===== config.mk =====
export PLATFORM = sky130hd
export DESIGN_NAME = alu_pipe
export DESIGN_NICKNAME = d
export VERILOG_FILES = /design/src/rtl/alu_pipe.sv
export SDC_FILE = /design/constraint.sdc
export NUM_CORES = 1
export LEC_CHECK = 0
export ABC_AREA = 1
export CELL_PAD_IN_SITES_DETAIL_PLACEMENT = 1
export CELL_PAD_IN_SITES_GLOBAL_PLACEMENT = 1
export CORE_MARGIN = 2
export CORE_UTILIZATION = 38
export DETAILED_ROUTE_END_ITERATION = 16
export PLACE_DENSITY_LB_ADDON = 0.1
export SYNTH_ARGS = -nofsm -noshare
export SYNTH_HDL_FRONTEND = slang
export SYNTH_SLANG_ARGS = --single-unit

===== constraint.sdc =====
create_clock -name clk -period 5.9 [get_ports clk]
set_clock_uncertainty 0.05 [all_clocks]
set_input_delay 1.18 -clock clk [delete_from_list [all_inputs] [get_ports clk]]
set_output_delay 1.18 -clock clk [all_outputs]
set_load 0.01 [all_outputs]

===== src/rtl/alu_pipe.sv =====
// alu_pipe: registered ALU with valid/ready handshakes and an iterative shift-add multiplier.
// Define ALU_PIPE_DIV_EN to add a restoring divider on DIVU; without it DIVU decodes as illegal.
//
// state | meaning
// IDLE  | accepting ops; single-cycle results load on the accept edge
// BUSY  | MULU/DIVU iterating one bit per cycle, results load when the counter reaches 0
module alu_pipe #(
    parameter int WIDTH = 32
) (
    input  logic             clk,
    input  logic             reset,
    input  logic             in_valid,
    output logic             in_ready,
    input  logic [5:0]       opcode,
    input  logic [WIDTH-1:0] a,
    input  logic [WIDTH-1:0] b,
    input  logic             carry_in,
    output logic             out_valid,
    input  logic             out_ready,
    output logic [WIDTH-1:0] result,
    output logic [WIDTH-1:0] result_hi,
    output logic             neg_f,
    output logic             zero_f,
    output logic             carry_f,
    output logic             ovf_f,
    output logic             illegal_op
);
    localparam int SHW = $clog2(WIDTH);
    localparam int MSB = WIDTH - 1;

    localparam logic [5:0] OP_ADD  = 6'b000000;
    localparam logic [5:0] OP_SUB  = 6'b000001;
    localparam logic [5:0] OP_AND  = 6'b000010;
    localparam logic [5:0] OP_OR   = 6'b000011;
    localparam logic [5:0] OP_XOR  = 6'b000100;
    localparam logic [5:0] OP_SLL  = 6'b000110;
    localparam logic [5:0] OP_SRL  = 6'b000111;
    localparam logic [5:0] OP_NOR  = 6'b001001;
    localparam logic [5:0] OP_SRA  = 6'b001010;
    localparam logic [5:0] OP_SLT  = 6'b001011;
    localparam logic [5:0] OP_SLTU = 6'b001100;
    localparam logic [5:0] OP_MULU = 6'b001101;
    localparam logic [5:0] OP_ADDC = 6'b001111;
`ifdef ALU_PIPE_DIV_EN
    localparam logic [5:0] OP_DIVU = 6'b001110;
`endif

    typedef enum logic {S_IDLE, S_BUSY} state_t;

    state_t           state_q;
    logic [SHW-1:0]   cnt_q;
    logic [WIDTH-1:0] acc_hi_q;
    logic [WIDTH-1:0] acc_lo_q;
    logic [WIDTH-1:0] opnd_q;
    logic             out_valid_q;
    logic [WIDTH-1:0] result_q;
    logic [WIDTH-1:0] result_hi_q;
    logic             neg_q;
    logic             zero_q;
    logic             carry_q;
    logic             ovf_q;
    logic             illegal_q;

    logic             accept;
    logic             multi_op;
    logic [SHW-1:0]   shamt;
    logic [WIDTH:0]   sum_w;
    logic [WIDTH-1:0] alu_res;
    logic             alu_c;
    logic             alu_v;
    logic             alu_ill;
    logic [WIDTH:0]   mul_sum;
    logic [WIDTH-1:0] step_hi_d;
    logic [WIDTH-1:0] step_lo_d;

`ifdef ALU_PIPE_DIV_EN
    logic             div_q;
    logic             is_div;
    logic [WIDTH:0]   div_shift;
    logic             div_ge;
    logic [WIDTH-1:0] div_diff;

    assign is_div   = (opcode == OP_DIVU);
    assign multi_op = (opcode == OP_MULU) || is_div;
`else
    assign multi_op = (opcode == OP_MULU);
`endif

    assign in_ready = (state_q == S_IDLE) && (!out_valid_q || out_ready);
    assign accept   = in_valid && in_ready;
    assign shamt    = b[SHW-1:0];

    always_comb begin
        sum_w   = '0;
        alu_res = '0;
        alu_c   = 1'b0;
        alu_v   = 1'b0;
        alu_ill = 1'b0;
        case (opcode)
            OP_ADD, OP_ADDC: begin
                sum_w   = {1'b0, a} + {1'b0, b} +
                          {{WIDTH{1'b0}}, (opcode == OP_ADDC) && carry_in};
                alu_res = sum_w[MSB:0];
                alu_c   = sum_w[WIDTH];
                alu_v   = (a[MSB] == b[MSB]) && (alu_res[MSB] != a[MSB]);
            end
            OP_SUB: begin
                // bit WIDTH of the widened difference is the unsigned borrow
                sum_w   = {1'b0, a} - {1'b0, b};
                alu_res = sum_w[MSB:0];
                alu_c   = sum_w[WIDTH];
                alu_v   = (a[MSB] != b[MSB]) && (alu_res[MSB] != a[MSB]);
            end
            OP_AND:  alu_res = a & b;
            OP_OR:   alu_res = a | b;
            OP_XOR:  alu_res = a ^ b;
            OP_NOR:  alu_res = ~(a | b);
            OP_SLL:  alu_res = a << shamt;
            OP_SRL:  alu_res = a >> shamt;
            OP_SRA:  alu_res = $signed(a) >>> shamt;
            OP_SLT:  alu_res = {{(WIDTH-1){1'b0}}, ($signed(a) < $signed(b))};
            OP_SLTU: alu_res = {{(WIDTH-1){1'b0}}, (a < b)};
            default: alu_ill = 1'b1;
        endcase
    end

    // Multiply: product register {acc_hi, acc_lo} starts as {0, b}, one add-and-shift per cycle
    assign mul_sum = {1'b0, acc_hi_q} + {1'b0, (acc_lo_q[0] ? opnd_q : {WIDTH{1'b0}})};

`ifdef ALU_PIPE_DIV_EN
    // Divide: acc_hi is the partial remainder, acc_lo shifts dividend bits out and quotient bits in
    assign div_shift = {acc_hi_q, acc_lo_q[MSB]};
    assign div_ge    = (div_shift >= {1'b0, opnd_q});
    assign div_diff  = div_shift[MSB:0] - opnd_q;

    always_comb begin
        step_hi_d = mul_sum[WIDTH:1];
        step_lo_d = {mul_sum[0], acc_lo_q[MSB:1]};
        if (div_q) begin
            step_hi_d = div_ge ? div_diff : div_shift[MSB:0];
            step_lo_d = {acc_lo_q[MSB-1:0], div_ge};
        end
    end
`else
    assign step_hi_d = mul_sum[WIDTH:1];
    assign step_lo_d = {mul_sum[0], acc_lo_q[MSB:1]};
`endif

    always_ff @(posedge clk or posedge reset) begin
        if (reset) begin
            state_q     <= S_IDLE;
            cnt_q       <= '0;
            acc_hi_q    <= '0;
            acc_lo_q    <= '0;
            opnd_q      <= '0;
            out_valid_q <= 1'b0;
            result_q    <= '0;
            result_hi_q <= '0;
            neg_q       <= 1'b0;
            zero_q      <= 1'b0;
            carry_q     <= 1'b0;
            ovf_q       <= 1'b0;
            illegal_q   <= 1'b0;
`ifdef ALU_PIPE_DIV_EN
            div_q       <= 1'b0;
`endif
        end else begin
            if (out_valid_q && out_ready) begin
                out_valid_q <= 1'b0;
            end
            case (state_q)
                S_IDLE: begin
                    if (accept) begin
                        if (multi_op) begin
                            state_q  <= S_BUSY;
                            cnt_q    <= SHW'(WIDTH - 1);
                            acc_hi_q <= '0;
`ifdef ALU_PIPE_DIV_EN
                            div_q    <= is_div;
                            acc_lo_q <= is_div ? a : b;
                            opnd_q   <= is_div ? b : a;
`else
                            acc_lo_q <= b;
                            opnd_q   <= a;
`endif
                        end else begin
                            out_valid_q <= 1'b1;
                            result_q    <= alu_res;
                            result_hi_q <= '0;
                            neg_q       <= alu_res[MSB];
                            zero_q      <= (alu_res == '0);
                            carry_q     <= alu_c;
                            ovf_q       <= alu_v;
                            illegal_q   <= alu_ill;
                        end
                    end
                end
                S_BUSY: begin
                    acc_hi_q <= step_hi_d;
                    acc_lo_q <= step_lo_d;
                    if (cnt_q == '0) begin
                        state_q     <= S_IDLE;
                        out_valid_q <= 1'b1;
                        result_q    <= step_lo_d;
                        result_hi_q <= step_hi_d;
                        neg_q       <= step_lo_d[MSB];
                        zero_q      <= (step_lo_d == '0);
                        illegal_q   <= 1'b0;
`ifdef ALU_PIPE_DIV_EN
                        carry_q     <= !div_q && (|step_hi_d);
                        ovf_q       <= div_q && (opnd_q == '0);
`else
                        carry_q     <= |step_hi_d;
                        ovf_q       <= 1'b0;
`endif
                    end else begin
                        cnt_q <= cnt_q - SHW'(1);
                    end
                end
                default: state_q <= S_IDLE;
            endcase
        end
    end

    assign out_valid  = out_valid_q;
    assign result     = result_q;
    assign result_hi  = result_hi_q;
    assign neg_f      = neg_q;
    assign zero_f     = zero_q;
    assign carry_f    = carry_q;
    assign ovf_f      = ovf_q;
    assign illegal_op = illegal_q;

endmodule


==> impl_metrics.py, run 1 <==
metrics = {
    "floorplanning": {
        "start_util_pct": 38.3,
        "core_area_mm2": 0.0511,
        "die_area_mm2": 0.0533,
        "die_h_um": 231,
        "io-pin-count": 146,
        "rows": 83,
        "die_x_um": 231,
    },
    "setup_path": {
        "startpoint_type": "primary input",
        "path_cells": "clkdlybuf4s50_1 > nand2_1 > inv_2 > nand4_1 > fa_1 > fa_1 > inv_1 > nand3_1 > nand2_1 > nand2_1 > nand2_1 > nand2_1 > nand2_1 > nand2_1 > nand2_1 > nand2_1 > nand3_1 > nand3_1 > nor2_1 > nand3_1 > nor2_1 > nand3_1 > a21oi_1",
        "cp_top_family": "simple AND/OR/NAND/NOR gates",
        "crit-reg2reg-capture": "carry_f",
        "crit_top_cell": "nand2_1",
        "reg2reg_depth": 16,
        "crit_buf_inv": 3,
        "cp_slowest_stage_delay_ns": 0.56,
        "r2r_start": "acc_lo_q[0]",
        "cp_slowest_cell": "clkdlybuf4s50_1",
        "critPathArrivalTime_ns": 5.02,
        "r2r_setup_slack_ns": 1.61,
        "crit_type": "primary input to flop",
        "crit_fanout": 5,
        "required_ns": 6.23,
        "endpoint_kind": "flop",
    },
    "cells_and_area": {
        "drive_gt1_share_pct": 5.09,
        "fillerInstances": 6989,
        "antenna_cells": 0,
        "final_cell_mix": "nand2_1 (1010), nand3_1 (548), inv_1 (389)",
        "nets": 3575,
        "syn2layout_area_growth_pct": 13.0,
        "finalInstanceArea_mm2": 0.0221,
        "seqCellArea_mm2": 0.00428,
        "fin_cells": 4056,
        "postLayoutCoreUtil_pct": 43.3,
        "multi_input_area_mm2": 0.0130,
        "final_common_cell": "nand2_1",
    },
    "sta": {
        "setup_ws_ns": 1.20,
        "fin_crit_sh_pct": 79.6,
        "slew_viol_final": 0,
        "setup_tns_ns": 0,
        "maxClockFrequency_mhz": 213,
        "relSlewSlack_pct": 17.1,
        "fin_crit_ns": 4.70,
        "finalHoldViolations": 0,
        "worstMarginPinSlew_ns": 1.24,
        "rsz0062_at_grt": "false",
        "finalSetupViolations": 0,
    },
    "yosys": {
        "ys.flop_type": "dfrtp_1",
        "ys_seq_area_share_pct": 21.9,
        "synthesis.nets": 3501,
        "synth_cell_type_count": 54,
        "syn_area_mm2": 0.0196,
        "avgSynthCellArea_um2": 5.95,
        "synth_edf_count": 0,
        "ys_warn_count": 0,
        "syn_inst": 3291,
        "async_reset_ff_share_pct": 100,
        "ys_seq_elements": 171,
    },
    "detailed_routing": {
        "first_pass_iters": 5,
        "wl_met2_mm": 47.9,
        "wl_met1_mm": 42.6,
        "highest_layer": "met5",
        "wl_met3_mm": 6.44,
        "drtIter0Drc": 1952,
        "drc": 0,
        "routed_wl_mm": 102,
        "routedWlPerCell_um": 25.2,
        "viasPerCell": 5.87,
        "antenna_left": 0,
        "vias": 23800,
    },
    "global_routing": {
        "grt_pass1_wl_mm": 152,
        "grt_antenna_before_repair": 3,
        "grt_pass1_vias": 24100,
        "grt_usage_pct": 38.1,
        "grt_max_degree": 92,
        "gr-total-overflow": 0,
    },
    "clock_network": {
        "numCtsBuffers": 17,
        "cts-hold-fix-buffers": 0,
        "clockBufferDepth": 2,
        "cts_tree": "done",
        "cts_sinks": 171,
        "cts_resized": 0,
        "insertion_delay_ns": 0.45,
        "clk_pin_slew_worst_paths_ns": 0.07,
        "cts_root_buf": "clkbuf_16",
        "cts_setup_buffers": 0,
        "htree_levels": 4,
    },
    "placed_design": {
        "portBuffers": 145,
        "hpwl_mm": 83.6,
        "dp.cells": 4026,
        "postPlaceCellArea_mm2": 0.0216,
        "gp_congestion": 1.04,
        "dpl_worst_slack_ns": 0.751,
    },
    "status": {
        "status": "finished clean",
    },
    "min_path": {
        "hold_depth": 2,
        "hp-class": "flop to flop",
        "hold_path_startpoint": "result_hi[21]",
        "whs_endpoint": "result_hi[21]",
    },
    "power": {
        "peakVddDrop_mv": 0.212,
        "p_leak_nw": 11.6,
        "power_density_mw_per_mm2": 262,
    },
    "job": {
        "cap_violations": 0,
    },
}
==> final cells by class <==
cell class	instances	share of cell area, %
repair buffers	201	8.45
flip-flops and latches	171	19.4
multi-input cells	2570	58.9
inverters	404	6.92
clock inverters	9	0.407
clock buffers	21	2.08
well taps	680	3.85
==> cells in the mapped netlist (all sizes together), types with 3 or more instances <==
master / number / share of area, %
xor2: 26 / 1.2
a21boi: 3 / 0.12
a31oi: 5 / 0.16
clkbuf: 55 / 1.1
nand4: 38 / 1.2
nor4: 12 / 0.38
nand3b: 10 / 0.45
clkinv: 3 / 0.058
o211ai: 33 / 1.3
o22ai: 5 / 0.16
o21bai: 17 / 0.65
nand2: 1035 / 20
nand3: 553 / 14
or2: 17 / 0.54
nor3: 35 / 0.97
o221ai: 45 / 2.0
buf: 91 / 2.8
nor2: 302 / 6.0
a211oi: 3 / 0.14
o2111ai: 6 / 0.27
a21o: 6 / 0.23
a21oi: 124 / 3.3
ha: 131 / 8.4
fa: 4 / 0.41
dfrtp: 171 / 22
inv: 401 / 7.7
o21ai: 148 / 3.8
==> tightest hold or removal path, delay by kind of cell, from the launching register on <==
family / cells / cell delay, ns
simple gates: 1 / 0.05
flops: 1 / 0.34
compound gates: 1 / 0.06
==> power breakdown <==
part           leakage (nW)  switching, mW  internal (mW)  total [mW]
clock network         0.266          0.493          0.601        1.09
logic                  9.02           1.94          0.982        2.92
registers              2.29          0.273           1.51        1.78
total                  11.6           2.71           3.09        5.80
==> state kept, by name (all words and copies together), names as in the netlist <==
signal	flops
state_q	1
opnd_q	32
ovf_f	1
result	32
out_valid	1
result_hi	32
acc_lo_q	32
carry_f	1
acc_hi_q	32
illegal_op	1
cnt_q	5
zero_f	1
==> per-layer routing <==
metal  GRT usage [%]  vias to the layer above
li1                -                    10900
met1            48.6                    11800
met5               0                        -
met3            4.82                      217
met2            64.2                      904
met4            17.4                        2
==> kinds of logic (layout without fill, tap and decap cells) <==
group	Yosys count	after routing	synth area share, %
and+or+nand+nor	2005	2005	44.1
adders and majority gates	135	135	8.78
AOI/OAI and AO/OA	404	404	12.5
DFF	171	171	21.9
buffers and inverters	550	635	11.6
xor gates and xnor gates	26	26	1.16
==> through the flow <==
step,hold slack (ns),total power [mW]
3_5_place_dp,0.423,4.66
3_3_place_gp,0.415,4.58
4_1_cts,0.438,5.78
2_1_floorplan,0.403,3.45
6_report,0.433,5.80
5_1_grt,0.459,6.17
==> worst max-delay path by stage <==
stage	startpoint	end	slack (ns)	cells past startpoint
2_1_floorplan	reset	acc_hi_q[0]	0.04	1
3_3_place_gp	opcode[0]	zero_f	0.88	23
3_5_place_dp	opcode[0]	zero_f	0.75	23
4_1_cts	opcode[0]	zero_f	1.23	23
5_1_grt	opcode[0]	zero_f	0.87	23
6_report	opcode[0]	zero_f	1.20	23
No activity file was read; power rests on OpenSTA's default activity.
==> inputs of run 2 (changes only) <==
==> constraint.sdc (replaced) <==
create_clock -name clk -period 4.2 [get_ports clk]
set_clock_uncertainty 0.05 [all_clocks]
set_input_delay 0.84 -clock clk [delete_from_list [all_inputs] [get_ports clk]]
set_output_delay 0.84 -clock clk [all_outputs]
set_load 0.01 [all_outputs]
==> impl_metrics.py, run 2 (synthesized netlist as in run 1, its figures left out) <==
metrics = {
    "detailed_routing": {
        "antenna_left": 0,
        "routed_wl_mm": 108,
        "drtIter0Drc": 2104,
        "vias": 25200,
        "drc": 0,
        "routedWlPerCell_um": 24.7,
        "viasPerCell": 5.75,
        "first_pass_iters": 5,
    },
    "placed_design": {
        "dp.cells": 4353,
        "hpwl_mm": 89.9,
        "gp_congestion": 1.04,
        "portBuffers": 145,
        "dpl_worst_slack_ns": -0.349,
    },
    "sta": {
        "setup_ws_ns": 0.239,
        "finalSetupViolations": 0,
        "relSlewSlack_pct": 23.4,
        "slew_viol_final": 0,
        "finalHoldViolations": 0,
        "fin_crit_ns": 3.96,
        "fin_crit_sh_pct": 94.3,
        "worstMarginPinSlew_ns": 1.15,
        "maxClockFrequency_mhz": 252,
    },
    "setup_path": {
        "endpoint_kind": "flop",
        "path_cells": "clkdlybuf4s50_1 > inv_1 > ha_1 > buf_4 > buf_4 > nor2_1 > nand2_1 > nor3_1 > nand2_1 > nand2_1 > nand2_1 > nand2_1 > nand2_1 > nand2_1 > nor2_1 > nor2_1 > nand4_1 > buf_4 > nor2_1 > nand3_1 > a21oi_1",
        "crit_buf_inv": 5,
        "crit_type": "primary input to flop",
        "startpoint_type": "primary input",
        "required_ns": 4.52,
        "critPathArrivalTime_ns": 4.28,
        "cp_slowest_cell": "clkdlybuf4s50_1",
        "crit_top_cell": "nand2_1",
        "crit_fanout": 4,
        "cp_top_family": "simple AND/OR/NAND/NOR gates",
        "cp_slowest_stage_delay_ns": 0.51,
    },
    "global_routing": {
        "grt_pass1_vias": 26100,
        "grt_pass1_wl_mm": 161,
        "grt_antenna_before_repair": 5,
        "gr-total-overflow": 0,
        "grt_usage_pct": 40.2,
        "grt_max_degree": 172,
    },
    "clock_network": {
        "cts_sinks": 171,
        "cts_root_buf": "clkbuf_16",
        "clockBufferDepth": 2,
        "numCtsBuffers": 17,
        "htree_levels": 4,
        "insertion_delay_ns": 0.46,
        "clk_pin_slew_worst_paths_ns": 0.07,
        "cts_tree": "done",
    },
    "status": {
        "status": "finished clean",
    },
    "power": {
        "peakVddDrop_mv": 0.297,
        "p_leak_nw": 13.2,
        "total_power_mw": 8.67,
        "power_density_mw_per_mm2": 350,
    },
    "cells_and_area": {
        "fillerInstances": 7059,
        "antenna_cells": 0,
        "syn2layout_area_growth_pct": 26.4,
        "final_cell_mix": "nand2_1 (1008), nand3_1 (548), inv_1 (389)",
        "final_common_cell": "nand2_1",
        "drive_gt1_share_pct": 13.7,
        "nets": 3903,
        "fin_cells": 4386,
    },
    "floorplanning": {
        "rows": 83,
        "core_area_mm2": 0.0511,
        "die_h_um": 231,
        "io-pin-count": 146,
        "die_area_mm2": 0.0533,
        "die_x_um": 231,
        "start_util_pct": 38.3,
    },
    "job": {
        "cap_violations": 0,
    },
    "min_path": {
        "hp-class": "flop to flop",
    },
}
run 2: changes by cell type in the layout (fill, tap and decap cells not counted), moves of 3 or more:
cell / previous run / this run
buf_4: 55 / 375
buf_12: 1 / 9
inv_6: 2 / 5
inv_8: 0 / 3
run 2: worst register-to-register path, delay by kind of cell, from the launching register on:
kind	cells	cell delay, ns
AND/OR/NAND/NOR	11	1.77
AO/OA/AOI/OAI	1	0.76
flip-flops	1	0.56
adder cells (fa/ha/maj)	1	0.35
XOR/XNOR	1	0.23
buffers and inverters	1	0.05
run 2: what timing repair did:
item,CTS,global route
resized for setup,0,7
buffers inserted,0,1
setup endpoints to repair,0,2
hold buffers,0,0
run 2: final cells by class:
cell class              count  area [µm²]  share of cell area (%)
multi-input cells        2570       13000                    52.7
well taps                 680         851                    3.44
inverters                 404        1530                    6.18
clock inverters            14         176                   0.713
flip-flops and latches    171        4280                    17.3
clock buffers              18         429                    1.73
repair buffers            529        4430                    17.9
run 2: worst paths after layout:
check	end	from	slack, ns	cells after the start
max	zero_f	a[8]	0.24	21
min	opnd_q[20]	opnd_q[20]	0.44	2
max reg2reg	carry_f	acc_lo_q[0]	0.33	15
min reg2reg	opnd_q[20]	opnd_q[20]	0.44	2
max in group asynchronous	result_hi[11]	reset	2.31	3
min in group asynchronous	acc_hi_q[6]	reset	0.84	3
run 2: metrics by stage:
step	setup TNS [ns]	utilization [%]	hold WS, ns	cell area, µm²
after detailed placement	-0.977	47.2	0.423	24100
after floorplan	0	-	0.403	19600
after global routing	-0.0283	48.4	0.460	24700
final	0	48.4	0.435	24700
after CTS	0	48.4	0.440	24700
after global placement	-0.371	47.2	0.415	24100
run 2: routing by layer:
metal | wire length (µm) | global-route usage (%)
met2 | 51900 | 69.9
met1 | 43900 | 50.2
met3 | 7630 | 4.51
met5 | 23 | 0
met4 | 5050 | 17.1
run 2: where the power goes:
group,switching (mW),internal (mW)
clock,0.770,0.904
sequential,0.382,2.12
combinational,2.85,1.65
